## config.mk

```make
export PLATFORM = sky130hd
export DESIGN_NAME = fusion_issue_fifo
export DESIGN_NICKNAME = d
export VERILOG_FILES = /design/src/rtl/fusion_issue_fifo.sv
export SDC_FILE = /design/constraint.sdc
export NUM_CORES = 1
export LEC_CHECK = 0
export BUFFER_PORTS_ARGS = -buffer_cell sky130_fd_sc_hd__buf_2
export CAP_MARGIN = 25
export CORE_MARGIN = 4
export CORE_UTILIZATION = 48
export DETAILED_ROUTE_END_ITERATION = 10
export PLACE_DENSITY = 0.76
export SETUP_SLACK_MARGIN = 0.2
export SYNTH_ARGS = -nofsm -noshare
export SYNTH_HDL_FRONTEND = slang
export SYNTH_SLANG_ARGS = --single-unit
```

## constraint.sdc

```tcl
create_clock -name clk_i -period 2.35 [get_ports clk_i]
set_input_delay 0.235 -clock clk_i [delete_from_list [all_inputs] [get_ports clk_i]]
set_output_delay 0.235 -clock clk_i [all_outputs]
set_load 0.1 [all_outputs]
```

## src/rtl/fusion_issue_fifo.sv

```systemverilog
// fusion_issue_fifo: circular buffer between the fusion scan stage and issue.
// Accepts up to two (possibly fused) entries per cycle and issues one; no input-to-output bypass.
`default_nettype none

package config_pkg;
  typedef struct packed {
    int unsigned XLEN;
  } cva6_cfg_t;
  localparam cva6_cfg_t cva6_cfg_empty = '{XLEN: 0};
endpackage

module fusion_issue_fifo #(
  parameter config_pkg::cva6_cfg_t CVA6Cfg = config_pkg::cva6_cfg_empty,
  parameter type scoreboard_entry_t = logic,
  parameter int unsigned DEPTH = 4
) (
  input  logic                         clk_i,
  input  logic                         rst_ni,
  input  logic                         flush_i,
  input  scoreboard_entry_t [1:0]      instruction_i,
  input  logic [1:0]                   instruction_valid_i,
  output logic                         ready_o,
  output scoreboard_entry_t            issue_instr_o,
  output logic                         issue_valid_o,
  input  logic                         issue_ack_i,
  output logic                         fused_o,
  output logic [$clog2(DEPTH+1)-1:0]   count_o
);

  localparam int unsigned PTR_W = $clog2(DEPTH);
  localparam int unsigned CNT_W = $clog2(DEPTH + 1);

  if (DEPTH < 4 || (DEPTH & (DEPTH - 1)) != 0) begin : g_bad_depth
    $error("fusion_issue_fifo: DEPTH must be a power of two and at least 4");
  end
  if (CVA6Cfg.XLEN != 0 && CVA6Cfg.XLEN != 32 && CVA6Cfg.XLEN != 64) begin : g_bad_cfg
    $error("fusion_issue_fifo: unsupported XLEN in CVA6Cfg");
  end

  scoreboard_entry_t storage [DEPTH];
  logic [PTR_W-1:0]  rptr;
  logic [PTR_W-1:0]  wptr;
  logic [CNT_W-1:0]  count;
  logic              push;
  logic              pop;
  logic [1:0]        push_num;
  logic [CNT_W-1:0]  count_next;

  // Two free slots are always required, so a full-width push can never overflow.
  assign ready_o       = (count <= CNT_W'(DEPTH - 2));
  assign push          = ready_o && !flush_i;
  assign push_num      = {1'b0, instruction_valid_i[0]} + {1'b0, instruction_valid_i[1]};
  assign issue_valid_o = (count != '0);
  assign pop           = issue_ack_i && issue_valid_o && !flush_i;
  assign count_next    = count + CNT_W'(push ? push_num : 2'd0) - CNT_W'(pop);
  assign issue_instr_o = storage[rptr];
  assign count_o       = count;

  // A plain (non-struct) entry type carries no fusion marker.
  if ($bits(scoreboard_entry_t) > 1) begin : g_fused
    assign fused_o = issue_valid_o && (issue_instr_o.is_fusion != 2'b00);
  end else begin : g_plain
    assign fused_o = 1'b0;
  end

  always_ff @(posedge clk_i or negedge rst_ni) begin
    if (!rst_ni) begin
      rptr  <= '0;
      wptr  <= '0;
      count <= '0;
    end else if (flush_i) begin
      rptr  <= '0;
      wptr  <= '0;
      count <= '0;
    end else begin
      if (pop) begin
        rptr <= rptr + PTR_W'(1);
      end
      if (push) begin
        wptr <= wptr + PTR_W'(push_num);
      end
      count <= count_next;
    end
  end

  always_ff @(posedge clk_i) begin
    if (push) begin
      unique case (instruction_valid_i)
        2'b11: begin
          storage[wptr]              <= instruction_i[0];
          storage[wptr + PTR_W'(1)]  <= instruction_i[1];
        end
        2'b01:   storage[wptr] <= instruction_i[0];
        2'b10:   storage[wptr] <= instruction_i[1];
        default: ;
      endcase
    end
  end

  always @(posedge clk_i) begin
    if (rst_ni) begin
      assert (count <= CNT_W'(DEPTH));
      assert (!(issue_ack_i && !flush_i && count == '0) || !pop);
      assert (!(push && ({1'b0, count} + (CNT_W + 1)'(push_num) > (CNT_W + 1)'(DEPTH))));
    end
  end

endmodule

`default_nettype wire

```

==> out/qor.yml <==
yosysSeqAreaShare_pct: 36.6
tritoncts: "built"
async_flop_share_pct: 63.6
path_max_fanout: 4
r2r_cells: 10
rows: 14
ys_top_cells_by_area: "dfrtp_1 22%, edfxtp_1 15%, ha_1 11%, inv_1 3.7%, nor2_1 3.7%"
r2r_setup_slack_ns: 0.15
hold_viol: 0
track_usage_pct: 15.0
gp_congestion: 0.750
yosys.area.top_type_share_pct: 21.7
syn_area_per_cell_um2: 9.84
max_clock_freq_mhz: 455
die_area_um2: 2400
final.period_utilization_pct: 93.4
peakVddDrop_v: 0.000979
yosysTopAreaCell: "dfrtp_1"
worstPathCellList: "a211oi_4 > nand2_2 > ha_4 > inv_4 > ha_4 > inv_2 > fa_2 > xnor2_2 > xnor2_1 > nor2_1"
min_period_ns: 2.20
io_pins: 15
fp.dieW_um: 49.0
hold_path.startpoint: "instruction_i[0]"
gr-total-overflow: 0
clock_latency_ns: 0.28
cts_num_sinks: 11
worstPathRequired_ns: 2.55
ys_seq_elements: 11
slowest_delay_ns: 0.52
leakage_nw: 0.482
dpl.cell_count: 107
antenna_cells: 0
worst_path_most_repeated_cell: "ha_4"
cp_top_family: "adder cells"
viasPerCell: 5.61
core_um2: 1540
min_path_type: "in -> reg"
synth_cell_types: 35
final_cells: 119
routedWlPerCell_um: 14.1
maxCapViolCount: 0
rsz0062_at_grt: "true"
end_kind: "flop"
initial_core_util_pct: 52.4
netlist_instances: 82
syn_nets: 98
synth_edf_count: 4
final_cell_mix: "13 x buf_2, 8 x buf_4, 7 x nor2_1, 6 x inv_1, 5 x ha_1"
grt_antenna_before_repair: 0
hold_depth: 2
clkTransAtPathRegs_ns: 0.07
yosys_warnings: 0
die_h_um: 49.0
path_buf_inv: 2
final_util_pct: 67.2
grt_pass1_vias: 676
cp_slowest_cell: "dfrtp_4"
crit_path_start_kind: "flop"
syn_area_um2: 807
p_per_area_nw_per_um2: 1410
clockBufferDepth: 2
synth-main-ff-cell: "dfrtp_1"
io_buffers: 13
post-dp-hpwl_um: 1220
drt_iter0_markers: 21
holdPathEnd: "storage[2]$_DFFE_PP_"
grt_pass1_wl_um: 2880
h-tree-depth: 1
grt_max_degree: 12
slew_viol_final: 0
skew_ns: 0.00272
first_pass_iters: 5
vias: 667
r2r-end: "count_o[2]$_DFF_PN0_"
status: "finished clean"
ant_nets: 0
path_class: "reg -> reg"
cts_root_buffer: "clkbuf_4"
cts_buffers: 3
worstReg2RegStart: "count_o[0]$_DFF_PN0_"
finalWirelength_um: 1680
areaGrowthSynthToFinish_pct: 28.4
setup_viol: 0
remaining_drc_errors: 0
fin_nets: 120
arrival_ns: 2.40
final_common_cell: "buf_2"
layout-drive-gt1-share_pct: 38.8
stage by stage:
stage	setup slack (ns)	total power, W	TNS [ns]	hold WS, ns	cell area (um^2)
global placement	0.111	0.00117	0	0.0798	906
CTS	0.110	0.00142	0	0.282	996
finish	0.154	0.00146	0	0.282	1040
global route	0.0867	0.00154	0	0.298	1040
floorplan	-0.0333	0.00108	-0.0333	-0.0606	837
detailed placement	0.0474	0.00120	0	0.0882	906
worst register-to-register path: cells and delay by family, from the launching register on:
kind | cells | cell delay [ns]
fa+ha+maj | 3 | 0.71
buf+inv | 2 | 0.08
simple gates | 2 | 0.23
xor+xnor | 2 | 0.26
flops | 1 | 0.52
compound gates | 1 | 0.31
cell usage after synthesis, drive strengths merged (2+ instances only):
| cell type | count |
|---|---|
| inv | 8 |
| buf | 2 |
| a211o | 2 |
| and3 | 2 |
| o21ai | 6 |
| and3b | 2 |
| ha | 7 |
| mux2 | 3 |
| dfrtp | 7 |
| nand2 | 5 |
| xnor2 | 3 |
| clkbuf | 3 |
| nor2 | 8 |
| edfxtp | 4 |
| xor2 | 3 |
power by group:
part	switching [W]	total, W	internal [W]
Sequential	0.0000874	0.000356	0.000268
Combinational	0.000645	0.000965	0.000320
Clock	0.0000701	0.000136	0.0000659
registers in the layout, indices dropped and copies added (netlist names):
register,count
rptr,2
count_o,3
wptr,2
storage,4
how the worst max path moves through the flow:
stage,cells after the start,slack [ns],start,to
after floorplan,10,-0.03,count_o[0]$_DFF_PN0_,count_o[2]$_DFF_PN0_
after global placement,10,0.11,count_o[2]$_DFF_PN0_,count_o[2]$_DFF_PN0_
after detailed placement,10,0.05,count_o[2]$_DFF_PN0_,count_o[2]$_DFF_PN0_
after CTS,10,0.11,count_o[1]$_DFF_PN0_,count_o[2]$_DFF_PN0_
after global routing,10,0.09,count_o[0]$_DFF_PN0_,count_o[2]$_DFF_PN0_
final,10,0.15,count_o[0]$_DFF_PN0_,count_o[2]$_DFF_PN0_
final cells by class:
class,instances,area [um^2]
timing repair buffer,22,135
clock buffer,4,26.3
multi-input combinational,58,515
fill,124,505
tap,16,20.0
sequential,11,307
inverter,8,32.5
kinds of logic (layout without fill, tap and decap cells):
| logic type | after synthesis | in the layout | synth area share (%) |
|---|---|---|---|
| multiplexers | 5 | 5 | 8.22 |
| AND/OR/NAND/NOR | 22 | 22 | 13.6 |
| XOR/XNOR | 6 | 6 | 6.51 |
| adder cells (fa/ha/maj) | 8 | 8 | 13.3 |
| flip-flops | 11 | 11 | 36.6 |
| buffers and inverters | 13 | 34 | 6.67 |
| AO/OA/AOI/OAI | 16 | 16 | 14.6 |
| other | 1 | 1 | 0.465 |
metal layers:
metal,share of wire (%),track usage (%)
met2,52,26.7
met1,43,16.5
met3,4.5,5.20
met4,0.54,4.48
met5,0,0
what timing repair did:
item | in CTS | in global routing
hold endpoints to repair | 7 | 0
setup buffers | 6 | 1
resized for setup | 1 | 8
hold buffers | 1 | 0
pin swaps | 2 | 6
endpoints found under the setup margin | 2 | 2
Power figures use the tool's default switching activity.
